==> src/rtl/regfile_result_checker_expect_table.sv <==
//------------------------------------------------------------------------------
// regfile_expect_table
// Storage for the expected-result table: one {valid, addr, data} per entry.
// Ports:
//   clk, rst                    clock, synchronous active-high reset
//   i_we/i_wr_idx/i_wr_addr/    write port (sets valid, last write wins)
//   i_wr_data
//   i_rd_idx -> o_rd_valid,     combinational read of the entry being compared
//               o_rd_data
//   i_pf_idx -> o_pf_addr       combinational read of the register index to
//                               present on the register-file port next cycle
// Out-of-range indices (non power-of-two depth) read as invalid and are not
// written.
//------------------------------------------------------------------------------
module regfile_expect_table #(
   parameter int DATA_W     = 32,
   parameter int ADDR_W     = 5,
   parameter int NUM_CHECKS = 8,
   parameter int IDX_W      = 3
) (
   input  logic              clk,
   input  logic              rst,
   input  logic              i_we,
   input  logic [IDX_W-1:0]  i_wr_idx,
   input  logic [ADDR_W-1:0] i_wr_addr,
   input  logic [DATA_W-1:0] i_wr_data,
   input  logic [IDX_W-1:0]  i_rd_idx,
   output logic              o_rd_valid,
   output logic [DATA_W-1:0] o_rd_data,
   input  logic [IDX_W-1:0]  i_pf_idx,
   output logic [ADDR_W-1:0] o_pf_addr
);

   logic [NUM_CHECKS-1:0] r_valid;
   logic [ADDR_W-1:0]     r_addr [NUM_CHECKS];
   logic [DATA_W-1:0]     r_data [NUM_CHECKS];
   logic                  w_wr_ok;

   assign w_wr_ok = i_we && (int'(i_wr_idx) < NUM_CHECKS);

   // Table storage: reset clears every entry, a write validates one entry.
   always_ff @(posedge clk) begin
      if (rst) begin
         for (int i = 0; i < NUM_CHECKS; i++) begin
            r_valid[i] <= 1'b0;
            r_addr[i]  <= {ADDR_W{1'b0}};
            r_data[i]  <= {DATA_W{1'b0}};
         end
      end else if (w_wr_ok) begin
         r_valid[i_wr_idx] <= 1'b1;
         r_addr[i_wr_idx]  <= i_wr_addr;
         r_data[i_wr_idx]  <= i_wr_data;
      end
   end

   // Compare-side read: validity and expected value of the scanned entry.
   always_comb begin
      o_rd_valid = 1'b0;
      o_rd_data  = {DATA_W{1'b0}};
      if (int'(i_rd_idx) < NUM_CHECKS) begin
         o_rd_valid = r_valid[i_rd_idx];
         o_rd_data  = r_data[i_rd_idx];
      end else begin
         o_rd_valid = 1'b0;
         o_rd_data  = {DATA_W{1'b0}};
      end
   end

   // Address-side read: register index for the upcoming scan slot.
   always_comb begin
      o_pf_addr = {ADDR_W{1'b0}};
      if (int'(i_pf_idx) < NUM_CHECKS) begin
         o_pf_addr = r_addr[i_pf_idx];
      end else begin
         o_pf_addr = {ADDR_W{1'b0}};
      end
   end

endmodule

==> config.mk <==
export PLATFORM = sky130hd
export DESIGN_NAME = regfile_expect_table
export DESIGN_NICKNAME = d
export VERILOG_FILES = /design/src/rtl/regfile_result_checker_expect_table.sv
export SDC_FILE = /design/constraint.sdc
export NUM_CORES = 1
export LEC_CHECK = 0
export BUFFER_PORTS_ARGS = -buffer_cell sky130_fd_sc_hd__buf_2
export CORE_MARGIN = 8
export CORE_UTILIZATION = 55
export DETAILED_ROUTE_END_ITERATION = 7
export GPL_TIMING_DRIVEN = 0
export PLACE_DENSITY = 0.74
export SLEW_MARGIN = 10
export SYNTH_ARGS = -nofsm -noshare
export SYNTH_HDL_FRONTEND = slang
export SYNTH_SLANG_ARGS = --single-unit
==> constraint.sdc <==
create_clock -name clk -period 4.07 [get_ports clk]
set_input_delay 0.6105 -clock clk [delete_from_list [all_inputs] [get_ports clk]]
set_output_delay 0.6105 -clock clk [all_outputs]
set_load 0.01 [all_outputs]
==> qor.csv, run 1 <==
stage,metric,value,unit
layout,antenna fix cells,0,
global_route,pin count of the biggest net entering global routing,24,
placed_design,IO buf count,82,
setup_path,r2r setup slk,3420,ps
setup_path,Crit-path slowest cell,mux4_2,
sta,min Tclk post-route,2881,ps
power,Net Sw Frac,0.2324,
floorplanning,height of the chip,172.7,microns
clock_tree,"CTS clk-pin slew, worst paths",60,ps
power,Power Density,464.2,nW/um^2
setup_path,Critical Path AT,2270,ps
clock_tree,# hold bufs at CTS,0,
routing,Post-route DRC,0,
layout,Final Net Count,1045,
global_route,All-Layer GR Usage,0.2384,
sta,slew margin rel.,0.4252,
synth,Mapped Cells,872,
setup_path,worst path cell trace,"buf_2, buf_2, buf_2, mux4_2, mux2_2, buf_2",
sta,RSZ-0062 raised after global routing,no,
sta,Setup Viol. Count Final,0,
setup_path,Critical Path Max Stage Delay,390,ps
sta,final worst-path cycle share,0.7079,
worst_hold_path,worst min-delay path class,register to register,
setup_path,reg2reg path depth,2,
routing,starting DRC count in detailed routing,960,
power,P_leak,4.918,nW
clock_tree,Post-CTS Resized,0,
clock_tree,H-tree lvl count,1,
synth,syn_nets,921,
setup_path,crit start category,primary input,
layout,most frequent cells in the layout,"edfxtp_1, nor3_1, buf_2, mux4_2, clkbuf_1",
setup_path,CP Class,primary input to primary output,
placed_design,RePlAce Congestion,0.7871,
routing,Post-DRT Antenna Nets,0,
synth,Post-Syn Area,13510,sq um
layout,"Design Area, Final",15590,sq um
setup_path,crit-path max FO,10,
power,Sw Pwr,1.682,mW
power,Reg power frac,0.508,
clock_tree,clk_lat worst skew,550,ps
setup_path,family with the most delay on the worst path,buffers and inverters,
global_route,initial antenna violation count,0,
clock_tree,total clock sinks,304,
setup_path,launching point of the worst reg2reg path,r_valid[4],
setup_path,crit path buf inv count,4,
routing,via count,8631,
layout,final std cells w/o fill,1341,
layout,layout cell share with drive strength beyond 1,0.2989,
sta,Hold WS,478.9,ps
layout,"leading cell type in the layout, fill and taps excluded",edfxtp_1,
sta,Worst-Margin Slew,862.2,ps
worst_hold_path,Worst Hold Path EP,r_valid[5],
clock_tree,Post-CTS Setup Bufs,0,
synth,Yosys cell types,19,
synth,post-synthesis sequential area ratio,0.6698,
routing,vias per cell,6.436,
placed_design,Placed Area,14610,sq um
placed_design,"worst slack, placed",979.2,ps
global_route,met1 Use GR,0.3232,
synth,synthesized area per cell,15.49,sq um
placed_design,Placed Cells,1287,
floorplanning,Die Width,172.7,microns
setup_path,reg2reg end,r_valid[4],
global_route,vias in the first global route,9175,
clock_tree,CTS tree,done,
worst_hold_path,hold path cells,2,
synth,Syn. warnings,0,
clock_tree,Clock Tree Root,clkbuf_16,
setup_path,most common cell type on the critical path,buf_2,
power,Int Power,5.555,mW
global_route,gr ovfl total,0,
global_route,met2 usage,0.3848,
sta,Layout Skew,0,ps
layout,Reg area,9049,sq um
floorplanning,Core Area,24250,sq um
sta,FMAX,347.1,MHz
layout,fillcell total,1779,
floorplanning,die area,29830,sq um
setup_path,CP endpoint kind,primary output,
worst_hold_path,Worst Hold Launch,r_valid[5],
power,overall power after layout,7.238,mW
sta,Final WS setup,1189,ps
routing,First-pass DRT Iterations,7,
floorplanning,Starting Density,0.5571,
global_route,GR Layer Usage met3,0.04313,
sta,setup TNS,0,ps
power,VDD IR max,0.3596,mV
synth,Synth Register Bits,304,
placed_design,detailed placement HPWL,22.62,mm
routing,Avg WL per Cell,26.66,microns
flow_run,maxcap violations,0,
run_status,status,finished clean,
sta,Max Slew Vio Count,0,
layout,fin util,0.6430,
power,combinational power share,0.103,
floorplanning,IO Pins,87,
power,Clk pwr share,0.390,
global_route,most used routing layer,met2,
clock_tree,CTS Buf Count,31,
global_route,first-pass GRT wire length,54.95,mm
floorplanning,FP Rows,57,
routing,Post-Route WL,35.75,mm
setup_path,Critical Path RT,3460,ps
sta,hold violation count in the final report,0,
layout,area of the multi-input gates,3963,sq um
layout,Layout area overhead,15.42,%
clock_tree,Bufs on Longest Clock Path,3,
[cell families (layout without fill, tap and decap cells)]
logic type	Yosys count	count (layout)	share of synthesized area
flip-flops	304	304	0.6698
AO/OA/AOI/OAI	16	16	0.008151
buffers and inverters	136	281	0.04353
multiplexers	114	114	0.1584
AND/OR/NAND/NOR	302	302	0.1201
[sequential cells by signal (all words and copies together), names as in the netlist]
signal	flops
r_valid	8
r_data	256
r_addr	40
[worst register-to-register path, stage by stage (launching register included)]
cell and delay [ps]:
dfxtp_1 340, inv_1 40, o22ai_1 180
[power groups by stage]
stage,Sequential [mW],Clock (mW),Combinational (mW)
finish,3.67,2.82,0.743
global route,3.69,2.94,0.788
CTS,3.68,2.81,0.745
detailed placement,3.74,0,0.742
global placement,3.75,0,0.696
floorplan,3.73,0,0.449
[worst max-delay path by stage]
stage,start,cells after the start,slack [ps],endpoint
global route,i_rd_idx[1],4,1150,o_rd_data[9]
detailed placement,rst,6,980,r_data[6][6]
finish,i_rd_idx[2],6,1190,o_rd_data[9]
global placement,i_wr_idx[2],5,-1470,r_data[2][17]
floorplan,rst,5,420,r_addr[4][0]
CTS,i_rd_idx[2],6,1200,o_rd_data[9]
[per-layer routing]
layer	vias up	routed length (microns)
met3	80	3338
met5	-	0
met2	474	17330
met1	4407	13990
li1	3670	-
met4	0	1083
[cell usage after synthesis]
master,count,area [sq um]
edfxtp_1,296,8889
nor3_1,276,1381
mux4_2,76,1712
clkbuf_1,55,206.5
mux2_2,38,427.9
clkinv_1,37,138.9
buf_2,20,100.1
nor3_2,20,200.2
buf_1,9,33.78
dfxtp_1,8,160.2
inv_1,8,30.03
o21bai_1,8,60.06
o22ai_1,8,50.05
buf_6,7,78.83
or3b_1,2,17.52
nand2_1,1,3.750
nand2b_1,1,6.260
nand3b_1,1,7.510
or3_1,1,6.260
[final cells by class]
type | count | area share
inverter | 45 | 0.01083
timing repair buffer | 91 | 0.03884
multi-input combinational | 432 | 0.2541
clock buffer | 37 | 0.05120
sequential | 304 | 0.5803
buffer | 91 | 0.02688
clock inverter | 17 | 0.01180
tap | 324 | 0.02600
(Power assumes the default switching activity.)
==> inputs of run 2 (changes only) <==
--- a/config.mk
+++ b/config.mk
@@ -5,12 +5,13 @@
 export SDC_FILE = /design/constraint.sdc
 export NUM_CORES = 1
 export LEC_CHECK = 0
+export ABC_AREA = 1
 export BUFFER_PORTS_ARGS = -buffer_cell sky130_fd_sc_hd__buf_2
 export CORE_MARGIN = 8
 export CORE_UTILIZATION = 55
 export DETAILED_ROUTE_END_ITERATION = 7
 export GPL_TIMING_DRIVEN = 0
-export PLACE_DENSITY = 0.74
+export PLACE_DENSITY = 0.77
 export SLEW_MARGIN = 10
 export SYNTH_ARGS = -nofsm -noshare
 export SYNTH_HDL_FRONTEND = slang
==> constraint.sdc (replaced) <==
create_clock -name clk -period 2.45 [get_ports clk]
set_input_delay 0.3675 -clock clk [delete_from_list [all_inputs] [get_ports clk]]
set_output_delay 0.3675 -clock clk [all_outputs]
set_load 0.01 [all_outputs]
==> run 2 against run 1 <==
Net effect: critical endpoint is now o_rd_data[15]; global-route usage is 0.87 points lower; sequential cell count stayed put; wire length is 6.1% higher.
==> qor.csv, run 2 <==
stage,metric,value,unit
run_status,status,finished clean,
setup_path,CP Class,primary input to primary output,
synth,Yosys cell types,17,
synth,post-synthesis sequential area ratio,0.6152,
clock_tree,Post-CTS Setup Bufs,0,
floorplanning,IO Pins,87,
clock_tree,total clock sinks,304,
floorplanning,Starting Density,0.5535,
placed_design,IO buf count,84,
sta,min Tclk post-route,2322,ps
setup_path,reg2reg path depth,2,
worst_hold_path,Worst Hold Launch,rst,
layout,biggest registers after layout,"r_data x256, r_addr x40, r_valid x8",
floorplanning,FP Rows,60,
global_route,All-Layer GR Usage,0.2297,
routing,Post-Route WL,37.94,mm
sta,setup TNS,0,ps
synth,syn_nets,1765,
clock_tree,"CTS clk-pin slew, worst paths",70,ps
clock_tree,Bufs on Longest Clock Path,3,
floorplanning,die area,32230,sq um
synth,dominant cells by area after synthesis,"edfxtp_1, nand2_1, inv_1",
clock_tree,Post-CTS Resized,0,
layout,Final Net Count,1890,
placed_design,detailed placement HPWL,24.83,mm
worst_hold_path,hold path cells,2,
clock_tree,H-tree lvl count,1,
setup_path,CP endpoint kind,primary output,
sta,Worst-Margin Slew,744.4,ps
power,P_leak,8.233,nW
layout,fin util,0.6295,
sta,Layout Skew,0,ps
synth,Syn. warnings,0,
sta,RSZ-0062 raised after global routing,no,
global_route,gr ovfl total,0,
routing,First-pass DRT Iterations,6,
global_route,first-pass GRT wire length,59.40,mm
setup_path,Critical Path RT,2080,ps
power,overall power after layout,11.80,mW
clock_tree,CTS Buf Count,31,
power,VDD IR max,0.6149,mV
synth,most common flop cell mapped by yosys,edfxtp_1,
layout,Layout area overhead,13.73,%
sta,FMAX,430.6,MHz
flow_run,maxcap violations,0,
sta,Setup Viol. Count Final,0,
worst_hold_path,Worst Hold Path EP,r_valid[2],
synth,"FFs w/ async S/R, synth",0,
setup_path,reg2reg end,r_valid[7],
clock_tree,Clock Tree Root,clkbuf_16,
layout,Largest register FFs,256,
synth,Commonest cells post-synth,"nand2_1, inv_1, nor2_1",
routing,Post-route DRC,0,
global_route,pin count of the biggest net entering global routing,26,
floorplanning,Core Area,26580,sq um
clock_tree,# hold bufs at CTS,0,
routing,Post-DRT Antenna Nets,0,
global_route,vias in the first global route,11484,
layout,most frequent cells in the layout,"nand2_1, inv_1, nor2_1, edfxtp_1, nand3_1",
sta,Hold WS,141.8,ps
setup_path,crit start category,primary input,
layout,layout cell share with drive strength beyond 1,0.1105,
floorplanning,Die Width,179.5,microns
setup_path,r2r setup slk,1860,ps
setup_path,launching point of the worst reg2reg path,r_valid[7],
floorplanning,height of the chip,179.5,microns
routing,starting DRC count in detailed routing,1277,
layout,final std cells w/o fill,2207,
setup_path,crit path from,i_rd_idx[1],
setup_path,crit-path max FO,10,
routing,via count,11527,
worst_hold_path,worst min-delay path class,primary input to register,
sta,Max Slew Vio Count,0,
synth,Mapped Cells,1716,
synth,synthesized area per cell,8.572,sq um
clock_tree,CTS tree,done,
sta,hold violation count in the final report,0,
layout,most flop-heavy register,r_data,
synth,post-synth top area cell,edfxtp_1,
placed_design,RePlAce Congestion,0.8023,
global_route,initial antenna violation count,1,
power,Power Density,705.5,nW/um^2
synth,Post-Syn Area,14710,sq um
sta,slew margin rel.,0.5038,
layout,fillcell total,2179,
clock_tree,clk_lat worst skew,550,ps
synth,area fraction of the dominant cell type after synthesis,0.6043,
synth,Synth Register Bits,304,
layout,"leading cell type in the layout, fill and taps excluded",nand2_1,
routing,Avg WL per Cell,17.19,microns
sta,final worst-path cycle share,0.9479,
routing,vias per cell,5.223,
placed_design,Placed Cells,2149,
synth,"EDFF count, synth",296,
synth,top-count cell post-synth,nand2_1,
setup_path,Critical Path AT,1950,ps
## run 2: changes by cell type in the layout (fill, tap and decap cells not counted), moves of 9 or more
cell,change
nand3_1,+152
clkinv_1,-35
nor3_2,-20
clkbuf_1,-32
buf_2,+22
mux4_2,-76
nand2_2,+9
nor2_1,+299
inv_1,+341
mux2_2,-38
nor3_1,-276
nand2_1,+502
## run 2: layer usage
layer	vias to the layer above	wire length (microns)	track usage
met4	0	1345	0.09470
met5	-	0	0
li1	5467	-	-
met2	626	18110	0.3826
met3	98	3945	0.04355
met1	5336	14540	0.2920
## run 2: through the flow
step | worst slack [ps] | area [sq um]
finish | 127.7 | 16730
global route | 36.37 | 16730
floorplan | 258.8 | 14710
CTS | 111.5 | 16720
global placement | -820.2 | 15560
detailed placement | -39.44 | 15770
## run 2: cell families after synthesis
group,synth area share
and+or+nand+nor,0.2604
buffers and inverters,0.1217
DFF,0.6152
AOI/OAI and AO/OA,0.002722
## run 2: critical path, stage by stage
cell,delay [ps]
buf_2,130
inv_1,100
buf_2,290
buf_1,500
nand3_1,180
nand2_1,110
nand2_1,60
nand2_1,80
buf_2,130
## run 2: worst max path at each step
stage	end	slack (ps)	depth (start not counted)
after floorplan	r_addr[0][0]	260	7
after global placement	r_data[1][4]	-820	8
after detailed placement	r_data[1][5]	-40	9
after CTS	o_rd_data[15]	110	9
after global routing	o_rd_data[15]	40	9
final	o_rd_data[15]	130	9
## run 2: layout make-up
cell class	instances	area, sq um	area share
flip-flops and latches	304	9049	0.5409
multi-input cells	973	3890	0.2325
inverters	352	1324	0.07913
clock buffers	42	847.1	0.05064
repair buffers	92	618.1	0.03695
plain buffers	87	467.9	0.02797
well taps	341	426.7	0.02550
clock inverters	15	103.9	0.006208
diodes	1	2.502	0.0001496
## run 2: power breakdown
| group | internal [mW] | total, mW | leakage (nW) | switching, mW |
|---|---|---|---|---|
| sequential | 6.02 | 6.11 | 2.90 | 0.0839 |
| clock | 2.52 | 4.47 | 0.467 | 1.95 |
| combinational | 0.373 | 1.23 | 4.86 | 0.855 |
| total | 8.91 | 11.8 | 8.23 | 2.89 |
==> inputs of run 3 (changes only) <==
--- a/config.mk
+++ b/config.mk
@@ -8,10 +8,10 @@
 export ABC_AREA = 1
 export BUFFER_PORTS_ARGS = -buffer_cell sky130_fd_sc_hd__buf_2
 export CORE_MARGIN = 8
-export CORE_UTILIZATION = 55
+export CORE_UTILIZATION = 35
 export DETAILED_ROUTE_END_ITERATION = 7
 export GPL_TIMING_DRIVEN = 0
-export PLACE_DENSITY = 0.77
+export PLACE_DENSITY = 0.54
 export SLEW_MARGIN = 10
 export SYNTH_ARGS = -nofsm -noshare
 export SYNTH_HDL_FRONTEND = slang
==> run 3 against run 2 <==
Net effect: fmax is 2.5% higher; critical path depth is 3 lower; setup slack better by 57 ps; global-route usage is 6.8 points lower; sequential share of layout area is 1.4 points lower; worst hold slack better by 54 ps; total power is 7.3% higher; highest routed layer unchanged.
==> qor.csv, run 3 (same netlist as run 2, synthesis figures left out) <==
stage,metric,value,unit
sta,Worst-Margin Slew,714.4,ps
clock_tree,H-tree lvl count,2,
clock_tree,Bufs on Longest Clock Path,3,
setup_path,crit start category,primary input,
layout,area of the multi-input gates,3890,sq um
sta,Final WS setup,184.3,ps
worst_hold_path,worst min-delay path class,primary input to register,
placed_design,RePlAce Congestion,0.7759,
layout,Final Net Count,1895,
sta,slew margin rel.,0.5237,
routing,vias per cell,4.550,
power,Sw Pwr,3.017,mW
routing,Avg WL per Cell,16.62,microns
placed_design,IO buf count,84,
layout,final std cells w/o fill,2410,
layout,fillcell total,4196,
power,Reg power frac,0.482,
routing,via count,10966,
run_status,status,finished clean,
layout,Reg area,9049,sq um
clock_tree,Post-CTS Setup Bufs,0,
global_route,vias in the first global route,10659,
power,combinational power share,0.098,
clock_tree,Post-CTS Resized,2,
power,Int Power,9.643,mW
sta,Layout Skew,0,ps
clock_tree,CTS tree,done,
routing,Post-route DRC,0,
clock_tree,# hold bufs at CTS,0,
routing,Post-Route WL,40.06,mm
sta,RSZ-0062 raised after global routing,no,
setup_path,Crit-path slowest cell,buf_1,
layout,"leading cell type in the layout, fill and taps excluded",nand2_1,
clock_tree,"CTS clk-pin slew, worst paths",60,ps
floorplanning,FP Rows,75,
sta,min Tclk post-route,2266,ps
power,VDD IR max,0.3886,mV
layout,antenna fix cells,0,
placed_design,detailed placement HPWL,27.22,mm
power,Net Sw Frac,0.2383,
clock_tree,Clock Tree Root,clkbuf_16,
setup_path,most common cell type on the critical path,nand2_1,
power,Power Density,736.8,nW/um^2
layout,biggest registers after layout,"r_data x256, r_addr x40, r_valid x8",
sta,FMAX,441.4,MHz
routing,Post-DRT Antenna Nets,0,
layout,most flop-heavy register,r_data,
clock_tree,total clock sinks,304,
layout,most frequent cells in the layout,"nand2_1, inv_1, nor2_1, edfxtp_1, nand3_1",
routing,First-pass DRT Iterations,5,
layout,Largest register FFs,256,
global_route,gr ovfl total,0,
sta,final worst-path cycle share,0.9248,
power,P_leak,8.340,nW
floorplanning,Starting Density,0.3522,
setup_path,Critical Path RT,2080,ps
sta,Max Slew Vio Count,0,
clock_tree,CTS Buf Count,35,
placed_design,Placed Area,16030,sq um
floorplanning,Die Width,221,microns
floorplanning,die area,48840,sq um
setup_path,crit-path max FO,10,
setup_path,Critical Path AT,1900,ps
placed_design,"worst slack, placed",-114.6,ps
clock_tree,clk_lat worst skew,510,ps
setup_path,CP Class,primary input to primary output,
global_route,All-Layer GR Usage,0.1621,
power,overall power after layout,12.66,mW
layout,Layout area overhead,16.82,%
setup_path,CP endpoint kind,primary output,
power,Clk pwr share,0.421,
setup_path,Critical Path Max Stage Delay,570,ps
global_route,pin count of the biggest net entering global routing,25,
sta,hold violation count in the final report,0,
floorplanning,IO Pins,87,
global_route,initial antenna violation count,0,
sta,Setup Viol. Count Final,0,
layout,"Design Area, Final",17180,sq um
floorplanning,Core Area,41760,sq um
layout,layout cell share with drive strength beyond 1,0.1149,
routing,starting DRC count in detailed routing,748,
flow_run,maxcap violations,0,
floorplanning,height of the chip,221,microns
setup_path,worst path cell trace,"clkbuf_1, inv_1, buf_1, nand2_1, nand2_1, buf_2",
global_route,first-pass GRT wire length,61.97,mm
placed_design,Placed Cells,2348,
-- run 3: path summary, 6_finish.rpt --
path,start,end,slack (ps),cells past startpoint
min reg2reg,r_valid[2],r_valid[2],470,2
min,rst,r_valid[1],200,2
max reg2reg,r_valid[4],r_valid[4],1870,2
max,i_rd_idx[2],o_rd_data[20],180,6
-- run 3: routing by layer --
metal | track usage | up-vias | wire length, microns
li1 | - | 5474 | -
met1 | 0.2114 | 5158 | 18040
met2 | 0.2766 | 270 | 18900
met3 | 0.02407 | 64 | 2060
met4 | 0.04757 | 0 | 1055
met5 | 0 | - | 0
-- run 3: cell type report --
| type | count | area share |
|---|---|---|
| timing repair buffer | 93 | 0.03626 |
| clock inverter | 23 | 0.01522 |
| multi-input combinational | 973 | 0.2264 |
| clock buffer | 39 | 0.05185 |
| inverter | 352 | 0.07704 |
| sequential | 304 | 0.5266 |
| buffer | 87 | 0.02738 |
| tap | 539 | 0.03925 |
-- run 3: critical path: cells and delay by family --
family	cells	cell delay [ps]
buffers and inverters	4	1210
and+or+nand+nor	2	310
-- run 3: power by group through the flow --
stage	Combinational [mW]	Sequential, mW	Clock [mW]
global route	1.40	6.13	5.60
floorplan	0.754	6.20	0
finish	1.24	6.10	5.33
global placement	1.19	6.22	0
detailed placement	1.25	6.21	0
CTS	1.26	6.10	5.41
-- run 3: through the flow --
stage	TNS (ps)	util	hold slack [ps]
3_3_place_gp	-243960	0.3785	462.2
4_1_cts	0	0.4114	169.0
5_1_grt	0	0.4115	189.2
3_5_place_dp	-3814	0.3838	466.4
6_report	0	0.4115	196.1
2_1_floorplan	0	-	446.0
